**config.mk**
```make
export PLATFORM = sky130hd
export DESIGN_NAME = data_mem_access
export DESIGN_NICKNAME = d
export VERILOG_FILES = /design/src/rtl/mips_mem_pkg.sv /design/src/rtl/data_mem_access_load_align.sv /design/src/rtl/data_mem_access.sv
export SDC_FILE = /design/constraint.sdc
export NUM_CORES = 1
export LEC_CHECK = 0
export ABC_CLOCK_PERIOD_IN_PS = 3600
export BUFFER_PORTS_ARGS = -buffer_cell sky130_fd_sc_hd__buf_2
export CORE_ASPECT_RATIO = 0.75
export CORE_MARGIN = 4
export CORE_UTILIZATION = 25
export CTS_CLUSTER_DIAMETER = 30
export DETAILED_ROUTE_END_ITERATION = 6
export GPL_ROUTABILITY_DRIVEN = 0
export HOLD_SLACK_MARGIN = 0.08
export PLACE_DENSITY = 0.55
export SLEW_MARGIN = 10
export SYNTH_ARGS = -nofsm -noshare
export SYNTH_HDL_FRONTEND = slang
export SYNTH_HIERARCHICAL = 1
export SYNTH_SLANG_ARGS = --single-unit
```
**constraint.sdc**
```tcl
create_clock -name clk -period 3.6 [get_ports clk]
set_input_delay 0.72 -clock clk [delete_from_list [all_inputs] [get_ports clk]]
set_output_delay 0.72 -clock clk [all_outputs]
set_load 0.005 [all_outputs]
```
**src/rtl/mips_mem_pkg.sv**
```systemverilog
`default_nettype none
// +--------------------------------------------------------------------+
// | mips_mem_pkg                                                       |
// | Load/store opcodes, access state encoding and lane helper logic.   |
// | Rev 1.0                                                            |
// +--------------------------------------------------------------------+
package mips_mem_pkg;

    localparam logic [5:0] c_lb  = 6'b100000;
    localparam logic [5:0] c_lh  = 6'b100001;
    localparam logic [5:0] c_lwl = 6'b100010;
    localparam logic [5:0] c_lw  = 6'b100011;
    localparam logic [5:0] c_lbu = 6'b100100;
    localparam logic [5:0] c_lhu = 6'b100101;
    localparam logic [5:0] c_lwr = 6'b100110;
    localparam logic [5:0] c_sb  = 6'b101000;
    localparam logic [5:0] c_sh  = 6'b101001;
    localparam logic [5:0] c_sw  = 6'b101011;

    typedef enum logic [1:0] {
        IDLE   = 2'd0,
        ACCESS = 2'd1,
        DONE   = 2'd2
    } state_t;

    // Unknown opcodes fall through to the word rules everywhere below.
    function automatic logic access_aligned(input logic [5:0] op, input logic [1:0] k);
        case (op)
            c_lb, c_lbu, c_sb, c_lwl, c_lwr: access_aligned = 1'b1;
            c_lh, c_lhu, c_sh:               access_aligned = ~k[0];
            default:                         access_aligned = (k == 2'b00);
        endcase
    endfunction

    function automatic logic [3:0] lane_enables(input logic [5:0] op, input logic [1:0] k);
        case (op)
            c_lb, c_lbu, c_sb: lane_enables = 4'b0001 << k;
            c_lh, c_lhu, c_sh: lane_enables = k[1] ? 4'b1100 : 4'b0011;
            default:           lane_enables = 4'b1111;
        endcase
    endfunction

    function automatic logic [31:0] lane_replicate(input logic [5:0] op, input logic [31:0] d);
        case (op)
            c_sb:    lane_replicate = {4{d[7:0]}};
            c_sh:    lane_replicate = {2{d[15:0]}};
            default: lane_replicate = d;
        endcase
    endfunction

endpackage
`default_nettype wire

```
**src/rtl/data_mem_access_load_align.sv**
```systemverilog
`default_nettype none
// +--------------------------------------------------------------------+
// | load_align                                                         |
// | Formats a bus read word into the rt write-back value.              |
// | Rev 1.0                                                            |
// +--------------------------------------------------------------------+
module load_align
    import mips_mem_pkg::*;
(
    input  logic [5:0]  i_opcode,
    input  logic [1:0]  i_k,
    input  logic [31:0] i_word,
    input  logic [31:0] i_rt_old,
    output logic [31:0] o_result
);

    logic [4:0]  w_rsh;
    logic [4:0]  w_lsh;
    logic [31:0] w_shr;
    logic [7:0]  w_byte;
    logic [15:0] w_half;
    logic [31:0] w_lwl_keep;

    always_comb begin
        // 8*k and 8*(3-k); for a 2-bit k, 3-k is simply ~k.
        w_rsh      = {i_k, 3'b000};
        w_lsh      = {~i_k, 3'b000};
        w_shr      = i_word >> w_rsh;
        w_byte     = w_shr[7:0];
        w_half     = i_k[1] ? i_word[31:16] : i_word[15:0];
        w_lwl_keep = (32'd1 << w_lsh) - 32'd1;
        case (i_opcode)
            c_lb:    o_result = {{24{w_byte[7]}}, w_byte};
            c_lbu:   o_result = {24'd0, w_byte};
            c_lh:    o_result = {{16{w_half[15]}}, w_half};
            c_lhu:   o_result = {16'd0, w_half};
            c_lwl:   o_result = (i_word << w_lsh) | (i_rt_old & w_lwl_keep);
            c_lwr:   o_result = w_shr | (i_rt_old & ~(32'hFFFF_FFFF >> w_rsh));
            default: o_result = i_word;
        endcase
    end

endmodule
`default_nettype wire

```
**src/rtl/data_mem_access.sv**
```systemverilog
`default_nettype none
// +--------------------------------------------------------------------+
// | data_mem_access                                                    |
// | One bus transaction per load/store with wait-request handshake.    |
// | Rev 1.0                                                            |
// +--------------------------------------------------------------------+
module data_mem_access
    import mips_mem_pkg::*;
#(
    parameter int ADDR_W = 32,
    parameter int DATA_W = 32
)
(
    input  logic              clk,
    input  logic              reset,
    input  logic              mem_read,
    input  logic              mem_write,
    input  logic [5:0]        opcode,
    input  logic [ADDR_W-1:0] addr,
    input  logic [DATA_W-1:0] store_data,
    input  logic [DATA_W-1:0] rt_old,
    output logic [ADDR_W-1:0] data_address,
    output logic              data_read,
    output logic              data_write,
    output logic [3:0]        data_byteenable,
    output logic [DATA_W-1:0] data_writedata,
    input  logic [DATA_W-1:0] data_readdata,
    input  logic              data_waitrequest,
    output logic              stall,
    output logic              load_valid,
    output logic [DATA_W-1:0] load_result,
    output logic              addr_error
);

    state_t            r_state;
    logic [ADDR_W-1:0] r_data_address;
    logic              r_data_read;
    logic              r_data_write;
    logic [3:0]        r_byteenable;
    logic [DATA_W-1:0] r_writedata;
    logic              r_load_valid;
    logic [DATA_W-1:0] r_load_result;
    logic [5:0]        r_opcode;
    logic [1:0]        r_k;
    logic [DATA_W-1:0] r_rt_old;

    logic              w_req;
    logic              w_aligned;
    logic [DATA_W-1:0] w_result;

    assign w_req     = (mem_read | mem_write) & ~reset;
    assign w_aligned = access_aligned(opcode, addr[1:0]);

    assign stall      = ((r_state == IDLE) && w_req && w_aligned) || (r_state == ACCESS);
    assign addr_error = (r_state == IDLE) && w_req && !w_aligned;

    assign data_address    = r_data_address;
    assign data_read       = r_data_read;
    assign data_write      = r_data_write;
    assign data_byteenable = r_byteenable;
    assign data_writedata  = r_writedata;
    assign load_valid      = r_load_valid;
    assign load_result     = r_load_result;

    load_align u_load_align (
        .i_opcode (r_opcode),
        .i_k      (r_k),
        .i_word   (data_readdata),
        .i_rt_old (r_rt_old),
        .o_result (w_result)
    );

    always_ff @(posedge clk) begin
        if (reset) begin
            r_state        <= IDLE;
            r_data_address <= '0;
            r_data_read    <= 1'b0;
            r_data_write   <= 1'b0;
            r_byteenable   <= 4'b0000;
            r_writedata    <= '0;
            r_load_valid   <= 1'b0;
            r_load_result  <= '0;
            r_opcode       <= 6'd0;
            r_k            <= 2'd0;
            r_rt_old       <= '0;
        end else begin
            case (r_state)
                IDLE: begin
                    r_load_valid <= 1'b0;
                    if (w_req && w_aligned) begin
                        r_state        <= ACCESS;
                        r_data_address <= {addr[ADDR_W-1:2], 2'b00};
                        // A simultaneous read and write request is served as a read.
                        r_data_read    <= mem_read;
                        r_data_write   <= ~mem_read;
                        r_byteenable   <= lane_enables(opcode, addr[1:0]);
                        r_writedata    <= lane_replicate(opcode, store_data);
                        r_opcode       <= opcode;
                        r_k            <= addr[1:0];
                        r_rt_old       <= rt_old;
                    end
                end
                ACCESS: begin
                    if (!data_waitrequest) begin
                        r_state      <= DONE;
                        r_data_read  <= 1'b0;
                        r_data_write <= 1'b0;
                        r_load_valid <= r_data_read;
                        if (r_data_read) begin
                            r_load_result <= w_result;
                        end
                    end
                end
                DONE: begin
                    r_state      <= IDLE;
                    r_load_valid <= 1'b0;
                end
                default: begin
                    r_state      <= IDLE;
                    r_data_read  <= 1'b0;
                    r_data_write <= 1'b0;
                    r_load_valid <= 1'b0;
                end
            endcase
        end
    end

endmodule
`default_nettype wire

```
Word-level counts from Yosys, hierarchy flattened
Index checks and enable logic that the tools add are counted.
{"block": "op_classes", "mux": 14, "reduce_logical": 16, "n_bitwise": 14, "n_shift": 5, "addsub": 1, "eq_ne": 18}
{"op": "$pmux W32 S6", "n": 1}
{"op": "$eq A6 B6 Y1 const B", "n": 14}
{"op": "$and A32 B32 Y32", "n": 2}
{"op": "$or A32 B32 Y32", "n": 2}
{"op": "$pmux W32 S2", "n": 1}
{"op": "$not A32 Y32", "n": 1}
{"op": "$shl A1 B5 Y32 const A", "n": 1}
{"op": "$shl A32 B5 Y32", "n": 1}
{"op": "$shr A32 B5 Y32", "n": 1}
{"op": "$shr A32 B5 Y32 const A", "n": 1}
{"op": "$sub A32 B1 Y32 const B", "n": 1}
{"op": "$mux W16", "n": 1}
{"op": "$pmux W4 S2", "n": 1}
{"op": "$not A1 Y1", "n": 6}
{"op": "$pmux W1 S3", "n": 2}
{"op": "$reduce_and A3 Y1", "n": 2}
{"op": "$reduce_or A3 Y1", "n": 2}
{"op": "$reduce_or A5 Y1", "n": 1}
{"op": "$logic_and A1 B1 Y1", "n": 4}
{"op": "$logic_not A2 Y1", "n": 2}
{"op": "$mux W2", "n": 2}
{"op": "$mux W4", "n": 1}
{"op": "$pmux W2 S2", "n": 1}
{"op": "$reduce_and A2 Y1", "n": 2}
{"op": "other kinds (13)", "n": 15}
{"block": "word_totals", "word_cells": 79, "reg_bits": 143, "out_inout_bits": 105, "inputBits": 139}

Logic depth before layout (Yosys ltp)
{"block": "depth", "ltp_word": 6, "mapped_depth": 12, "depth_no_buf": 8}

By module
The synthesis kept the hierarchy.
{"mod": "data_mem_access", "cells_per_inst": 584, "n_inst": 1, "area_per_inst_um2": 6068.3, "seq_area_each_um2": 2862.7}
{"mod": "load_align", "cells_per_inst": 262, "n_inst": 1, "area_per_inst_um2": 2157.1, "seq_area_each_um2": 0.0}

Worst setup path after synthesis
No wires, ideal clock.
{"block": "synth_timing", "path_kind": "flip-flop to flip-flop", "startpoint": "register r_k[0]", "endpoint": "register r_load_result[27] (netlist: load_result[27])", "setup_ns": 0.070, "path_buffers": 5, "required_ns": 3.530, "t_arrival_ns": 2.486, "stages_incl_launch_ff": 13, "period_less_slack_ns": 2.557, "slack_ns": 1.043, "cell_sequence": "dfxtp_1 -> buf_2 -> buf_2 -> buf_4 -> buf_2 -> nand2b_1 -> ha_1 -> clkbuf_1 -> a311oi_1 -> a211oi_1 -> o22a_1 -> nand2_1 -> a21oi_1"}
{"block": "synth_via", "elab_chain_cells": 6, "elab_cells_between_ends": 12, "classes_between": "1 x add/sub; 4 x shift; 1 x mux; 6 x bitwise"}
{"element": "start, declared", "line": "data_mem_access.sv:44", "text": "logic [1:0] r_k;"}
{"element": "start signal, assigned", "line": "data_mem_access.sv:99", "text": "r_k <= addr[1:0];"}
{"element": "$not A2 Y2", "line": "data_mem_access_load_align.sv:27", "text": "w_lsh = {~i_k, 3'b000};"}
{"element": "$shl A1 B5 Y32", "line": "data_mem_access_load_align.sv:31", "text": "w_lwl_keep = (32'd1 << w_lsh) - 32'd1;"}
{"element": "$sub A32 B1 Y32", "line": "data_mem_access_load_align.sv:31"}
{"element": "$and A32 B32 Y32", "line": "data_mem_access_load_align.sv:37", "text": "c_lwl: o_result = (i_word << w_lsh) | (i_rt_old & w_lwl_keep);"}
{"element": "$or A32 B32 Y32", "line": "data_mem_access_load_align.sv:37"}
{"element": "$pmux W32 S6 *", "line": "data_mem_access_load_align.sv:32", "text": "case (i_opcode)"}
{"element": "net w_result[27]", "line": "data_mem_access.sv:49", "text": "logic [DATA_W-1:0] w_result;"}
{"element": "end signal, assigned", "line": "data_mem_access.sv:110", "text": "r_load_result <= w_result;"}
{"element": "end, declared", "line": "data_mem_access.sv:42", "text": "logic [DATA_W-1:0] r_load_result;"}
Mark *: on every way through the listed nets, which the timed path passes. The rest lies on a longest branch.
A chain may end at the register's enable or synchronous reset.

Final worst setup path
{"block": "layout_timing", "startpoint": "input port opcode[4]", "endpoint": "output port stall"}
{"block": "layout_via", "elab_chain_cells": 5, "elab_cells_between_ends": 13, "classes_between": "8 x eq/ne; 1 x mux; 4 x reduce/logical"}
{"element": "start, declared", "line": "data_mem_access.sv:18", "text": "input logic [5:0] opcode,"}
{"element": "$eq A6 B6 Y1", "line": "mips_mem_pkg.sv:28", "text": "case (op)"}
{"element": "$reduce_or A5 Y1 / $reduce_or A3 Y1 (equally long branches)", "line": "mips_mem_pkg.sv:28"}
{"element": "$pmux W1 S2 *", "line": "mips_mem_pkg.sv:28"}
{"element": "$logic_and A1 B1 Y1 *", "line": "data_mem_access.sv:54", "text": "assign stall = ((r_state == IDLE) && w_req && w_aligned) || (r_state == ACCESS);"}
{"element": "$logic_or A1 B1 Y1 *", "line": "data_mem_access.sv:54"}
{"element": "end, declared", "line": "data_mem_access.sv:29", "text": "output logic stall,"}
Every way passes the cells marked *; elsewhere a longest branch is shown, timed or not.

==> flow_summary_export.csv <==
group,metric,value,unit
outcome,status,"finished clean",
worst_setup_path,crit_required,2880,ps
clock_tree,ctsHoldBuffers,0,
floorplan,die_h,165,µm
synthesis,synth_area,8230,µm²
placed_design,dp.cells,1478,
timing,skew,15.0,ps
synthesis,yosysMostFrequentCell,"dfxtp_1",
global_routing,grt_max_degree,110,
detailed_routing,ant_nets,0,
global_routing,grt_pass1_vias,6859,
layout,nets,1195,
floorplan,die_x,217,µm
layout,multiInputGateArea,5000,µm²
synthesis,synth.top_cell.area_share,0.348,
clock_tree,cts.sinks,143,
floorplan,ioPinCount,244,
worst_setup_path,worstSetupPathType,"input pin to output port",
synthesis,synth.area.top_cells,"dfxtp_1, mux2i_1, mux2_4, nor2b_1, nand2_1",
timing,worst_slack,889,ps
timing,hold_viol_final,0,
clock_tree,clockRootBuffer,"clkbuf_16",
floorplan,core-area,32400,µm²
power_and_ir_drop,comb_power_share,0.159,
global_routing,grt_pass1_wl,42900,µm
clock_tree,clk_latency,440,ps
power_and_ir_drop,total_power,4.39,mW
timing,whs,452,ps
worst_setup_path,critPathMaxFanout,9,
clock_tree,clk_pin_slew,60,ps
detailed_routing,firstDrtPassIters,5,
synthesis,ys_seq_elements,143,
placed_design,dp_slack,779,ps
detailed_routing,drtIter0Drc,459,
layout,drive_gt1_frac,0.374,
synthesis,yosysSeqAreaShare,0.348,
placed_design,hpwl,20900,µm
timing,tns,0,ps
worst_setup_path,crit_top_cell,"buf_2",
power_and_ir_drop,leakage,4.79,nW
power_and_ir_drop,p_int,3.22,mW
placed_design,placed_area,9800,µm²
floorplan,num_rows,57,
power_and_ir_drop,powerDensity,420,nW/µm²
worst_setup_path,slowest_stage,"nor2b_1",
detailed_routing,post_drt_wl_per_cell,19.0,µm
synthesis,synth_common_cells,"dfxtp_1, nand2_1, mux2i_1, nor2b_1, mux2_4",
clock_tree,htreeDepth,4,
power_and_ir_drop,swShare,0.266,
synthesis,synth_top_cell_by_area,"dfxtp_1",
timing,rsz0062_at_grt,"no",
worst_setup_path,crit_chain,"buf_2 > nor2b_1 > and3_1 > o21ai_0 > a21oi_1 > buf_2",
hold_path,hold_class,"register to register",
layout,nFillCells,3404,
clock_tree,cts_resized,0,
timing,worstMarginPinSlew,839,ps
clock_tree,cts_tree,"yes",
floorplan,initial_core_util,0.253,
flow_run,drv_cap,0,
timing,post-route-period-util,0.753,
synthesis,yosys_warnings,6,
layout,final_util,0.322,
worst_setup_path,start_kind,"input pin",
timing,drv_slew,0,
clock_tree,cts-buffers-inserted,17,
power_and_ir_drop,vdd_drop_max,225,µV
worst_setup_path,critical_path_arrival,1990,ps
timing,relSlewSlack,0.434,
timing,setup_viol,0,
power_and_ir_drop,netSwitchingPower,1.17,mW
synthesis,ys_types,51,
placed_design,placement.io_buffers,241,
layout,fin_cells,1512,
layout,final_area,10400,µm²
detailed_routing,drc_errors,0,
clock_tree,cts_buffer_depth,2,
synthesis,async_reset_ff_frac,0,
synthesis,synthCells,846,
synthesis,ys.flop_type,"dfxtp_1",
timing,fmax,369,MHz
detailed_routing,vias,7227,
worst_setup_path,slowest_delay,450,ps
detailed_routing,wl,28700,µm
power_and_ir_drop,pwr-share-clk,0.448,
synthesis,synth-edff-count,0,
floorplan,die-area,35900,µm²
global_routing,antenna_found_initial,9,
clock_tree,post_cts_buffers,0,
worst_setup_path,endpoint_kind,"output port",
timing,period_minus_slack,2710,ps
global_routing,overflow,0,
synthesis,avgSynthCellArea,9.72,µm²
power_and_ir_drop,seq_power_share,0.393,
detailed_routing,vias_per_cell,4.78,
layout,ff_latch_area,2870,µm²
global_routing,grt_usage,0.156,
layout,area_growth,27.0,%
==> sequential cells by signal (all words and copies together) (netlist names) <==
| signal | flops |
|---|---|
| data_address | 30 |
| data_byteenable | 4 |
| data_read | 1 |
| data_write | 1 |
| data_writedata | 32 |
| load_result | 32 |
| load_valid | 1 |
| r_k | 2 |
| r_opcode | 6 |
| r_rt_old | 32 |
| r_state | 2 |
==> final timing paths <==
kind / start / endpoint / slack [ps] / cells after the start
max: opcode[4] / stall / 890 / 6
min: data_writedata[6] / data_writedata[6] / 450 / 2
max reg2reg: r_k[1] / load_result[1] / 1010 / 6
min reg2reg: data_writedata[6] / data_writedata[6] / 450 / 2
==> routing by layer <==
layer,GRT usage,share of wire
met2,0.221,0.42
met4,0.0425,0.012
met5,0,0.0026
met3,0.0507,0.087
met1,0.226,0.48
==> placed cells by master (no fill, tap or decap), types with 3 or more instances in the layout <==
cell type / instances
a211o_1: 8
a211oi_1: 7
a21o_1: 8
a21oi_1: 45
a221oi_1: 8
a22oi_1: 9
a311oi_1: 8
buf_12: 3
buf_2: 240
buf_4: 13
bufinv_16: 4
clkbuf_16: 17
clkinvlp_4: 3
dfxtp_1: 141
inv_1: 6
inv_6: 3
mux2_2: 35
mux2_4: 50
mux2i_1: 106
mux4_2: 15
nand2_1: 121
nand2b_1: 4
nand4_1: 3
nor2_1: 27
nor2b_1: 91
nor3_1: 22
o2111ai_1: 10
o21ai_0: 5
o22a_1: 8
o32a_1: 8
==> critical path, delay by kind of cell <==
kind	cells	cell delay, ps
compound gates	2	250
buf+inv	2	240
simple gates	2	770
==> final cells by class <==
cell class,instances,share of cell area
clock inverters,11,0.0170
diodes,2,0.000479
flip-flops and latches,143,0.274
inverters,7,0.00252
clock buffers,21,0.0441
well taps,442,0.0529
repair buffers,256,0.130
multi-input cells,630,0.479
==> power groups by stage <==
| stage | combinational (mW) | sequential, mW | clock, mW |
|---|---|---|---|
| detailed placement | 0.696 | 1.76 | 0 |
| floorplan | 0.427 | 1.75 | 0 |
| finish | 0.696 | 1.73 | 1.96 |
| CTS | 0.699 | 1.73 | 2.03 |
| global placement | 0.690 | 1.76 | 0 |
| global route | 0.756 | 1.74 | 2.10 |
==> logic make-up after synthesis <==
family,synth area share
flip-flops,0.348
AO/OA/AOI/OAI,0.121
adder cells (fa/ha/maj),0.00152
other,0.000456
multiplexers,0.315
AND/OR/NAND/NOR,0.167
buffers and inverters,0.0469
Note: power is estimated with default switching activity, not from simulation.
